==> config.mk <==
export PLATFORM = sky130hd
export DESIGN_NAME = ex_mem_stage
export DESIGN_NICKNAME = d
export VERILOG_FILES = /design/src/rtl/cpu_pkg.sv /design/src/rtl/branch_resolve.sv /design/src/rtl/ex_mem_stage.sv
export SDC_FILE = /design/constraint.sdc
export NUM_CORES = 1
export LEC_CHECK = 0
export CAP_MARGIN = 20
export CORE_MARGIN = 10
export CORE_UTILIZATION = 44
export DETAILED_ROUTE_END_ITERATION = 10
export GPL_TIMING_DRIVEN = 1
export PLACE_DENSITY = 0.86
export SLEW_MARGIN = 20
export SYNTH_ARGS = -nofsm -noshare
export SYNTH_HDL_FRONTEND = slang
export SYNTH_HIERARCHICAL = 1
export SYNTH_SLANG_ARGS = --single-unit
==> constraint.sdc <==
create_clock -name clk -period 2.8 [get_ports clk]
set_input_delay 0.56 -clock clk [delete_from_list [all_inputs] [get_ports clk]]
set_output_delay 0.56 -clock clk [all_outputs]
set_load 0.005 [all_outputs]
==> src/rtl/cpu_pkg.sv <==
// Shared CPU encodings: branch types, ALU opcodes and default datapath widths.
package cpu_pkg;

    localparam int unsigned DEF_DATA_W = 32;
    localparam int unsigned DEF_RD_W   = 6;

    typedef enum logic [1:0] {
        BR_NONE = 2'b00,
        BR_Z    = 2'b01,
        BR_N    = 2'b10,
        BR_JUMP = 2'b11
    } br_type_e;

    typedef enum logic [2:0] {
        ALU_ADD  = 3'b000,
        ALU_SUB  = 3'b101,
        ALU_NEG  = 3'b110,
        ALU_PASS = 3'b111
    } alu_op_e;

    function automatic logic br_is_cond(input logic [1:0] br_type);
        return (br_type == BR_Z) || (br_type == BR_N);
    endfunction

endpackage

==> src/rtl/branch_resolve.sv <==
// Combinational branch decision from branch type and the architectural Z/N flags.
module branch_resolve
    import cpu_pkg::*;
(
    input  logic [1:0] br_type,
    input  logic       flag_z,
    input  logic       flag_n,
    output logic       taken
);

    always_comb begin
        taken = 1'b0;
        unique case (br_type)
            BR_NONE: taken = 1'b0;
            BR_Z:    taken = flag_z;
            BR_N:    taken = flag_n;
            BR_JUMP: taken = 1'b1;
        endcase
    end

endmodule

==> src/rtl/ex_mem_stage.sv <==
// EX/MEM pipeline register with the architectural flag register, branch
// resolution, a single-pulse fetch redirect and a saturating taken-branch counter.
module ex_mem_stage
    import cpu_pkg::*;
#(
    parameter int unsigned DATA_W = DEF_DATA_W,
    parameter int unsigned RD_W   = DEF_RD_W,
    parameter int unsigned CNT_W  = 16
) (
    input  logic              clk,
    input  logic              rst_n,
    input  logic              in_valid,
    input  logic              stall,
    input  logic              flush,
    input  logic [DATA_W-1:0] alu_out,
    input  logic              alu_z,
    input  logic              alu_n,
    input  logic [DATA_W-1:0] store_data,
    input  logic [RD_W-1:0]   rd_addr,
    input  logic              reg_wr,
    input  logic              mem_rd,
    input  logic              mem_wr,
    input  logic              set_flags,
    input  logic [1:0]        br_type,
    input  logic [DATA_W-1:0] br_target,
    output logic              out_valid,
    output logic [DATA_W-1:0] out_alu,
    output logic [DATA_W-1:0] out_store_data,
    output logic [RD_W-1:0]   out_rd,
    output logic              out_reg_wr,
    output logic              out_mem_rd,
    output logic              out_mem_wr,
    output logic              flag_z,
    output logic              flag_n,
    output logic              redirect,
    output logic [DATA_W-1:0] redirect_pc,
    output logic [CNT_W-1:0]  taken_cnt
);

    logic acc;
    logic adv;
    logic taken;
    logic out_taken;
    logic redirect_done;

    // Flush overrides stall, so the stage advances whenever either is absent/flush wins.
    assign acc = in_valid & ~stall & ~flush;
    assign adv = ~stall | flush;

    // Resolution uses the flag register before this cycle's update.
    branch_resolve u_branch_resolve (
        .br_type (br_type),
        .flag_z  (flag_z),
        .flag_n  (flag_n),
        .taken   (taken)
    );

    // Control fields: bubble on any advancing edge without a capture.
    always_ff @(posedge clk or negedge rst_n) begin
        if (!rst_n) begin
            out_valid  <= 1'b0;
            out_reg_wr <= 1'b0;
            out_mem_rd <= 1'b0;
            out_mem_wr <= 1'b0;
            out_taken  <= 1'b0;
        end else if (adv) begin
            out_valid  <= acc;
            out_reg_wr <= acc & reg_wr;
            out_mem_rd <= acc & mem_rd;
            out_mem_wr <= acc & mem_wr;
            out_taken  <= acc & taken;
        end
    end

    // Data fields only move on a capture; bubbles leave them untouched.
    always_ff @(posedge clk or negedge rst_n) begin
        if (!rst_n) begin
            out_alu        <= '0;
            out_store_data <= '0;
            out_rd         <= '0;
        end else if (acc) begin
            out_alu        <= alu_out;
            out_store_data <= store_data;
            out_rd         <= rd_addr;
        end
    end

    always_ff @(posedge clk or negedge rst_n) begin
        if (!rst_n) begin
            flag_z <= 1'b0;
            flag_n <= 1'b0;
        end else if (acc && set_flags) begin
            flag_z <= alu_z;
            flag_n <= alu_n;
        end
    end

    always_ff @(posedge clk or negedge rst_n) begin
        if (!rst_n) begin
            redirect_pc <= '0;
            taken_cnt   <= '0;
        end else if (acc && taken) begin
            redirect_pc <= br_target;
            if (taken_cnt != {CNT_W{1'b1}}) begin
                taken_cnt <= taken_cnt + CNT_W'(1);
            end
        end
    end

    // Remembers that the pulse for the held branch already fired during a stall.
    always_ff @(posedge clk or negedge rst_n) begin
        if (!rst_n) begin
            redirect_done <= 1'b0;
        end else if (adv) begin
            redirect_done <= 1'b0;
        end else if (redirect) begin
            redirect_done <= 1'b1;
        end
    end

    assign redirect = out_valid & out_taken & ~redirect_done;

endmodule

==> results.txt <==
----------------------------------------------------
[Die]
  Standard cell core area ... roughly 11000 um2
  Initial standard-cell utilization of the core ... a little under half
  I/O pins ... between 200 and 250
  Die Width ... around 130 um
  Die height ... 126 um
  Overall die area ... 16000 um2
  Number of core rows ... 38

[Timing]
  Pins Over Slew Limit ... 0
  Worst hold-check slack ... 0.268 ns
  Fmax achieved ... around 0.47 GHz
  Worst max-slew margin expressed relative to the limit ... between 50% and 60%
  Unrepaired setup endpoints after global routing ... no
  Sum Neg Setup Slack ... 0 ns
  # setup viols final ... 0
  Final hold violation count ... 0
  Worst Tran Pin Value ... 0.648 ns
  Fraction of the cycle the final worst path needs ... 76.5%
  Minimum period implied by the final worst setup slack ... 2.14 ns
  Worst clock skew on the final layout ... 0.00847 ns

[Power and ir drop]
  Final total power ... 0.00600 W
  Peak ir drop on the vdd network ... 0.439 mV
  Leakage power summed over all cells ... 3.39 nW
  Power Dens Cells ... 743 nW/um2

[Synth]
  Number of synthesis warnings ... 6
  Synth Cell Area ... ~5000 um2
  Ranking of synthesized cells by area ... dfrtp_1, mux2_2, mux2_1
  Post-synth EDFFs ... 0
  Number of distinct library cell variants in the gate-level netlist after synthesis ... 32
  Proportion of synthesized chip area in sequential cells ... 63.3%
  Commonest cells in the synthesized netlist ... dfrtp_1, mux2_2, mux2_1
  Cell type contributing the most total cell area after synthesis ... dfrtp_1
  Syn Area/Cell ... 15.4 um2
  Number of standard cells after synthesis ... approximately 320
  Primary flip-flop cell chosen by synthesis mapping ... dfrtp_1
  Syn nets ... 439
  Most repeated cell in the gate-level netlist after synthesis ... dfrtp_1
  Post-synth ARST share ... 100%
  Area share of the leading cell type in the synthesized netlist ... 63.3%
  Post-synthesis register bit count ... 126

[Global route]
  Maximum number of pins on one net before global-route repair ... roughly 130
  First-pass GRT wire length ... 22.9 mm
  Overall fraction of global-route tracks in use ... 18.3%
  Number of global-route vias before repair ... 3908
  Number of antenna violations at the first check in global routing ... 0
  Aggregate global routing overflow ... 0

[Placement]
  Placed cells ... 692
  Count of input and output buffers ... 239
  Half-perimeter wire length of the detailed placement result ... 11.3 mm
  Global placement routability congestion ... 0.846
  Area after detailed placement ... 7500 um2

[Detailed routing]
  Initial drt markers ... ~220
  Vias ... about 3600
  Routed WL ... 14.9 mm
  Detailed-route DRC error count ... 0
  DRT antenna net count ... 0
  Drt pass-1 iters ... 4
  Routed length per placed instance ... 20.7 um
  Detailed-route vias per instance ... 5.01

[CTS]
  Maximum buffer depth of the clock tree ... 2
  Post-cts sizing count ... 0
  Clock latency of the later-clocked register in the worst-skew pair ... 0.40 ns
  Clock buffer count from CTS ... 17
  H-tree levels ... 4
  Hold bufs inserted after CTS ... 0
  CTS sink cnt ... 126
  Number of buffers inserted by post-CTS setup repair ... 0
  Cell at the root of the clock tree ... clkbuf_16
  CTS tree ... built
  Clk slew on worst S/H paths ... 0.05 ns

[Layout]
  Area growth from synthesis to layout ... 62.3%
  Post-layout instance area ... approximately 8100 um2
  N_diodes ... 0
  Count of nets after finishing ... roughly 700
  Share of layout cells above drive strength 1 ... between 20% and 30%
  Final non-filler cell total ... 723

[Worst setup path]
  CP max stage delay ... 0.49 ns
  CP startpoint ... br_type[0]
  Critical Path Sink Type ... flip-flop
  Crit path required time ... around 3.1 ns
  Critical path fanouts, max ... 7
  Cell-by-cell listing of the critical path ... clkdlybuf4s50_1, a21oi_1, nor2_1, nand4bb_4, nor3_4, nand3_2, mux2_4
  Slowest stage cell, crit path ... clkdlybuf4s50_1
  Data arrival time of the critical path ... 2.42 ns
  Crit path launch type ... input pin
  Kind of critical path ... in -> reg
  R2R Path Start ... flag_z

[Min path]
  Class of the tightest hold or removal check ... in -> async

[Job]
  Max-cap violations ... 0

[Run status]
  Status ... finished clean

----------------------------------------------------
-- cell families (layout without fill, tap and decap cells) --
group,after synthesis,after routing,share of synthesized area [%]
AO/OA/AOI/OAI,14,14,1.61
adder cells (fa/ha/maj),1,1,0.251
AND/OR/NAND/NOR,52,52,6.69
multiplexers,107,107,24.3
buffers and inverters,14,274,2.24
flip-flops,126,126,63.3
XOR/XNOR,9,9,1.58
-- layer usage --
layer  global-route usage (%)  share of wire (%)
met1                     18.8                 35
met2                     32.4                 54
met3                     7.58                8.8
met4                     6.97                2.1
met5                        0                  0
-- area by class of cell --
type | count | area, um2
multi-input cells | 183 | 1720
clock buffers | 25 | 495
flip-flops and latches | 126 | 3150
well taps | 140 | 175
repair buffers | 242 | 2450
clock inverters | 6 | 82.6
fillers | 730 | 2860
inverters | 1 | 3.75
-- stage by stage --
step	util [%]	worst slack [ns]
2_1_floorplan	-	1.04
3_3_place_gp	68.6	0.362
3_5_place_dp	68.6	0.280
4_1_cts	73.9	0.701
5_1_grt	73.9	0.588
6_report	73.9	0.659
-- state kept, by name (all words and copies together), names as in the netlist --
signal,cells
out_alu,32
out_mem_wr,1
out_store_data,32
flag_n,1
out_reg_wr,1
out_rd,6
redirect_done,1
redirect_pc,32
flag_z,1
out_valid,1
out_mem_rd,1
out_taken,1
taken_cnt,16
-- worst max-delay path: cells and delay by family --
family / cells / cell delay, ns
buffers and inverters: 1 / 0.49
and+or+nand+nor: 4 / 0.99
muxes: 1 / 0.31
AOI/OAI and AO/OA: 1 / 0.07
-- worst paths after layout --
| check | slack (ns) | endpoint | cells past startpoint |
|---|---|---|---|
| setup / recovery | 0.66 | taken_cnt[15] | 7 |
| hold / removal | 0.27 | out_store_data[10] | 2 |
| setup reg to reg | 0.95 | taken_cnt[15] | 6 |
| hold reg to reg | 0.48 | out_rd[5] | 1 |
| max in group asynchronous | 2.06 | redirect_pc[1] | 2 |
| min in group clk | 0.48 | out_rd[5] | 1 |
-- power by group --
| part | switching (W) | total [W] | leakage [nW] | internal [W] |
|---|---|---|---|---|
| combinational | 0.000452 | 0.00148 | 1.57 | 0.00103 |
| clock | 0.000721 | 0.00212 | 0.283 | 0.00140 |
| sequential | 0.000211 | 0.00241 | 1.54 | 0.00220 |
-- cell usage in the layout (no fill, tap or decap), types with 2 or more instances in the layout --
master           netlist  final
mux2_1                21     21
xnor2_1                5      5
dfrtp_1              126    126
and3_1                 6      6
mux2_2                85     85
and4_1                 4      4
nand3_1                6      6
clkbuf_8               0      4
a22oi_1                3      3
xor2_1                 4      4
bufinv_16              0      2
nor3_1                 2      2
clkdlybuf4s50_1        0    238
clkbuf_1               0      4
nand2_1                7      7
nor2_1                 9      9
a31oi_1                2      2
clkinv_2               0      3
nand4_1                5      5
and2_1                 2      2
clkbuf_16              0     17
buf_12                 0      3
a21oi_1                9      9
No activity file was read; power rests on OpenSTA's default activity.
==> RTL change 1, RTL diff (config.mk and constraints unchanged) <==
Put a register stage on the output `redirect`. The value now appears one clock later. The other outputs are not delayed to match.
--- a/src/rtl/ex_mem_stage.sv
+++ b/src/rtl/ex_mem_stage.sv
@@ -36,6 +36,8 @@
     output logic [DATA_W-1:0] redirect_pc,
     output logic [CNT_W-1:0]  taken_cnt
 );
+
+    logic redirect_d;
 
     logic acc;
     logic adv;
@@ -113,12 +115,16 @@
             redirect_done <= 1'b0;
         end else if (adv) begin
             redirect_done <= 1'b0;
-        end else if (redirect) begin
+        end else if (redirect_d) begin
             redirect_done <= 1'b1;
         end
     end
 
-    assign redirect = out_valid & out_taken & ~redirect_done;
+    assign redirect_d = out_valid & out_taken & ~redirect_done;
+
+    always_ff @(posedge clk) begin
+        redirect <= redirect_d;
+    end
 
 endmodule
 
Behaviour: not the same (Yosys sat finds a counterexample within 4 cycles, from zero or initial values and one cycle with rst_n low).
==> RTL change 1 against the unedited design <==
Register-to-register slack gained 0.04 ns; critical path depth stayed put; sequential cell count up 1; power is 0.53% higher; setup slack better by 0.067 ns; synthesized area is 0.40% higher; cell area up 0.79%; fmax grew 3.2%; count of clock-buffer cells in the layout rose by 1; global-route usage is 0.46 points higher; wire length is 1.2% higher; critical path type unchanged; critical endpoint unchanged; largest cell class unchanged.
==> RTL change 1: results (changes against the unedited design) <==
Final layout
  – Layout Nets: 692 (+0.73%)
  – Share of layout cells above drive strength 1: 0.2156 (+0.004642)
  – Diodes inserted: 0 (unchanged)
  – Fillers: 709 (-2.9%)

Power
  – Leak Pwr: 3.430 nW (+1.1%)
  – Worst VDD drop: 0.0004512 V (+2.8%)

Worst setup path
  – Worst Path Max Fanout: 7 (unchanged)
  – R2r startpoint: flag_z
  – Reg2reg setup slack: 0.99 ns (+0.04 ns)

Route
  – Via Count: 3621 (+0.028%)
  – Detailed router's first-iteration violation count: 237 (+5.8%)
  – Routed WL: 15120 µm (+1.2%)

Clock network
  – Root buffer selected by CTS: clkbuf_16
  – Cts bufs inserted: 17 (unchanged)
  – Reg clk slew, reported paths: 0.05 ns (about the same)

Placed design
  – DP HPWL: 11750 µm (+3.9%)
  – Routability cong.: 0.8530 (+0.88%)

Synthesis
  – Register area share after synthesis: 0.6350 (+0.001468)
  – Yosys top cell area share: 0.6309 (-0.002538)
  – FFs w/ async S/R, synth: 0.9921 (-0.007874)
  – Yosys cell types: 33 (+3.1%)
  – Synth top cells by count: dfrtp_1 (126), mux2_2 (85), mux2_1 (21)
  – Syn_nets: 440 (+0.23%)
  – Synth top area cells: dfrtp_1 (63%), mux2_2 (19%), mux2_1 (4.7%)

STA
  – Worst Skew: 0.004208 ns (-0.004258 ns)
  – Rel. slew slack: 0.6800 (+0.1121)
  – Hold Slack: 0.1126 ns (-0.1550 ns)

Global route
  – Largest net degree at the start of global routing: 60 (-53%)
  – Total GRT Usage: 0.1873 (+0.004634)
  – Met2 Track Usage GR: 0.3314 (+0.007898)
  – Grt met1 use: 0.1933 (+0.005313)
  – First-pass GRT wire length: 23320 µm (+2.0%)
  – Global-route met3 utilization: 0.07997 (+0.004165)
  – Vias in the first global route: 3976 (+1.7%)

Run status
  – Status: finished, final reports clean
RTL change 1: cell types whose count changed after synthesis, sizes merged:
cell	change
dfxtp	+1
RTL change 1: worst max-delay path, delay by kind of cell:
family / cells / cell delay (ns)
and+or+nand+nor: 4 / 0.94
muxes: 1 / 0.31
buffers and inverters: 1 / 0.48
AOI/OAI and AO/OA: 1 / 0.06
RTL change 1: cell families after synthesis:
kind of cell / count (synthesis) / share of synthesized area
DFF: 127 / 0.6350
muxes: 107 / 0.2419
and+or+nand+nor: 52 / 0.06660
AOI/OAI and AO/OA: 14 / 0.01602
buffers and inverters: 14 / 0.02228
xor gates and xnor gates: 9 / 0.01577
adders and majority gates: 1 / 0.002503
RTL change 1: metal layers:
metal,routed length [µm],vias up
met1,5410,1781
li1,-,1663
met5,0,-
met4,228,0
met3,1379,16
met2,8099,161
RTL change 1: per-stage QoR:
stage / util / worst slack, ns / power, mW / instances / instance area (µm²)
floorplan: - / 1.038 / 2.833 / 324 / 4997
global placement: 0.6888 / 0.3535 / 3.897 / 697 / 7565
detailed placement: 0.6888 / 0.2885 / 3.966 / 697 / 7565
CTS: 0.7415 / 0.7313 / 6.120 / 729 / 8144
global route: 0.7415 / 0.6317 / 6.328 / 729 / 8144
finish: 0.7415 / 0.7260 / 6.036 / 729 / 8144
RTL change 1: area by class of cell:
| cell class | count | area share |
|---|---|---|
| multi-input cells | 183 | 0.2112 |
| well taps | 140 | 0.02151 |
| clock buffers | 26 | 0.06130 |
| inverters | 1 | 0.0004609 |
| flip-flops and latches | 127 | 0.3896 |
| clock inverters | 6 | 0.009833 |
| repair buffers | 246 | 0.3060 |
RTL change 1: power breakdown:
group	total, mW	switching (mW)	internal, mW
Combinational	1.49	0.457	1.03
Clock	2.12	0.726	1.40
Sequential	2.42	0.211	2.21
Total	6.04	1.39	4.64
==> RTL change 2, RTL diff (same settings) <==
Made on the original files. Change the package constant `DEF_RD_W` from 6 to 8.
--- a/src/rtl/cpu_pkg.sv
+++ b/src/rtl/cpu_pkg.sv
@@ -2,7 +2,7 @@
 package cpu_pkg;
 
     localparam int unsigned DEF_DATA_W = 32;
-    localparam int unsigned DEF_RD_W   = 6;
+    localparam int unsigned DEF_RD_W   = 8;
 
     typedef enum logic [1:0] {
         BR_NONE = 2'b00,
Ports: changed (resized out_rd and rd_addr); port bits go from 240 to 244. No check against the original RTL was run, so the function may have changed too.
==> RTL change 2 against the unedited design <==
Critical path depth unchanged; sequential cell count up 2; power up 2.7%; first-iteration DRC count down 0.89%; die area up 2.3%; global-route usage up 1.4 points; synthesized area up 2.8%; wire length up 8.3%; worst hold slack worse by 0.15 ns; setup slack worse by 0.022 ns; cell area up 2.3%; sequential power up 2%; critical path type unchanged.
==> RTL change 2: results (changes against the unedited design) <==
Route
  – Drt wl/cell: 21.88 µm (+5.9%)
  – Via Count: 3789 (+4.7%)
  – Routed WL: 16170 µm (+8.3%)
  – Detailed router's first-iteration violation count: 222 (-0.89%)

Worst setup path
  – Crit path arrival time: 2.46 ns (+0.04 ns)
  – Reg2reg setup slack: 0.90 ns (-0.05 ns)

Global route
  – First-pass GRT wire length: 24770 µm (+8.3%)
  – Largest net degree at the start of global routing: 50 (-61%)
  – Total GRT Usage: 0.1971 (+0.01448)

Placed design
  – Port buffer count: 243 (+1.7%)
  – DP HPWL: 12240 µm (+8.3%)
  – Routability cong.: 0.8894 (+5.2%)
  – Dpl cells: 707 (+2.2%)

STA
  – Rel. slew slack: 0.6614 (+0.09351)
  – Worst Skew: 0.006791 ns (-0.001675 ns)

Power
  – Worst VDD drop: 0.0004615 V (+5.2%)

Synthesis
  – Syn_nets: 445 (+1.4%)
  – Register area share after synthesis: 0.6261 (-0.007414)
  – Synth top cells by count: dfrtp_1 (128), mux2_2 (101), buf_6 (12)
  – Mapped Avg Cell Area: 15.65 µm² (+1.5%)
  – Synth top area cells: dfrtp_1 (63%), mux2_2 (22%), buf_6 (2.6%)

Final layout
  – Layout Nets: 701 (+2.0%)
  – Share of layout cells above drive strength 1: 0.2584 (+0.04741)
  – Fillers: 734 (+0.55%)

Run status
  – Status: finished, final reports clean
[RTL change 2: cell types whose count changed in the layout (fill, tap and decap cells not counted), moves of 2 or more]
cell	before	now
clkinv_2	3	1
and3_2	0	2
mux2_4	1	8
clkdlybuf4s50_1	238	242
mux2_1	21	0
mux2_2	85	101
dfrtp_1	126	128
buf_4	1	5
and3_1	6	4
clkbuf_8	4	8
[RTL change 2: per-layer routing]
layer / vias to the layer above / part of all wire / global-route usage
li1: 1682 / - / -
met1: 1907 / 0.38 / 0.2202
met2: 178 / 0.52 / 0.3352
met3: 22 / 0.088 / 0.07320
met4: 0 / 0.019 / 0.07483
met5: - / 0 / 0
[RTL change 2: where the power goes]
| group | switching [mW] | leakage, nW | internal (mW) |
|---|---|---|---|
| Combinational | 0.475 | 1.63 | 1.08 |
| Sequential | 0.217 | 1.56 | 2.23 |
| Clock | 0.750 | 0.290 | 1.41 |
| Total | 1.44 | 3.48 | 4.72 |
[RTL change 2: per-stage QoR]
step / hold WS (ns) / area, µm² / worst slack, ns
final: 0.1164 / 8267 / 0.6374
after global routing: 0.1456 / 8267 / 0.5314
after CTS: 0.1189 / 8267 / 0.6020
after detailed placement: 0.4942 / 7674 / 0.2500
after global placement: 0.4876 / 7674 / 0.3230
after floorplan: 0.2644 / 5116 / 1.038
[RTL change 2: worst max path at each step]
stage | from | to | cells past startpoint
2_1_floorplan | br_type[0] | taken_cnt[15] | 6
3_3_place_gp | br_type[0] | taken_cnt[15] | 7
3_5_place_dp | br_type[0] | taken_cnt[15] | 7
4_1_cts | out_valid | redirect | 3
5_1_grt | br_type[0] | taken_cnt[15] | 7
6_report | br_type[0] | taken_cnt[15] | 7
[RTL change 2: cell type report]
| type | count | area [µm²] | area share |
|---|---|---|---|
| clock buffer | 29 | 550.5 | 0.06660 |
| sequential | 128 | 3203 | 0.3875 |
| clock inverter | 3 | 42.54 | 0.005146 |
| multi-input combinational | 185 | 1768 | 0.2139 |
| timing repair buffer | 250 | 2520 | 0.3048 |
| tap | 143 | 178.9 | 0.02164 |
| inverter | 1 | 3.754 | 0.0004541 |
[RTL change 2: cell families after synthesis]
group,share of synthesized area
simple gates,0.06603
buf+inv,0.02861
fa+ha+maj,0.002445
compound gates,0.01565
xor+xnor,0.01541
mux,0.2458
flops,0.6261
[RTL change 2: worst reg2reg max path: cells and delay by family, from the launching register on]
kind	cells	cell delay, ns
DFF	1	0.36
muxes	1	0.31
and+or+nand+nor	4	1.03
AOI/OAI and AO/OA	1	0.09
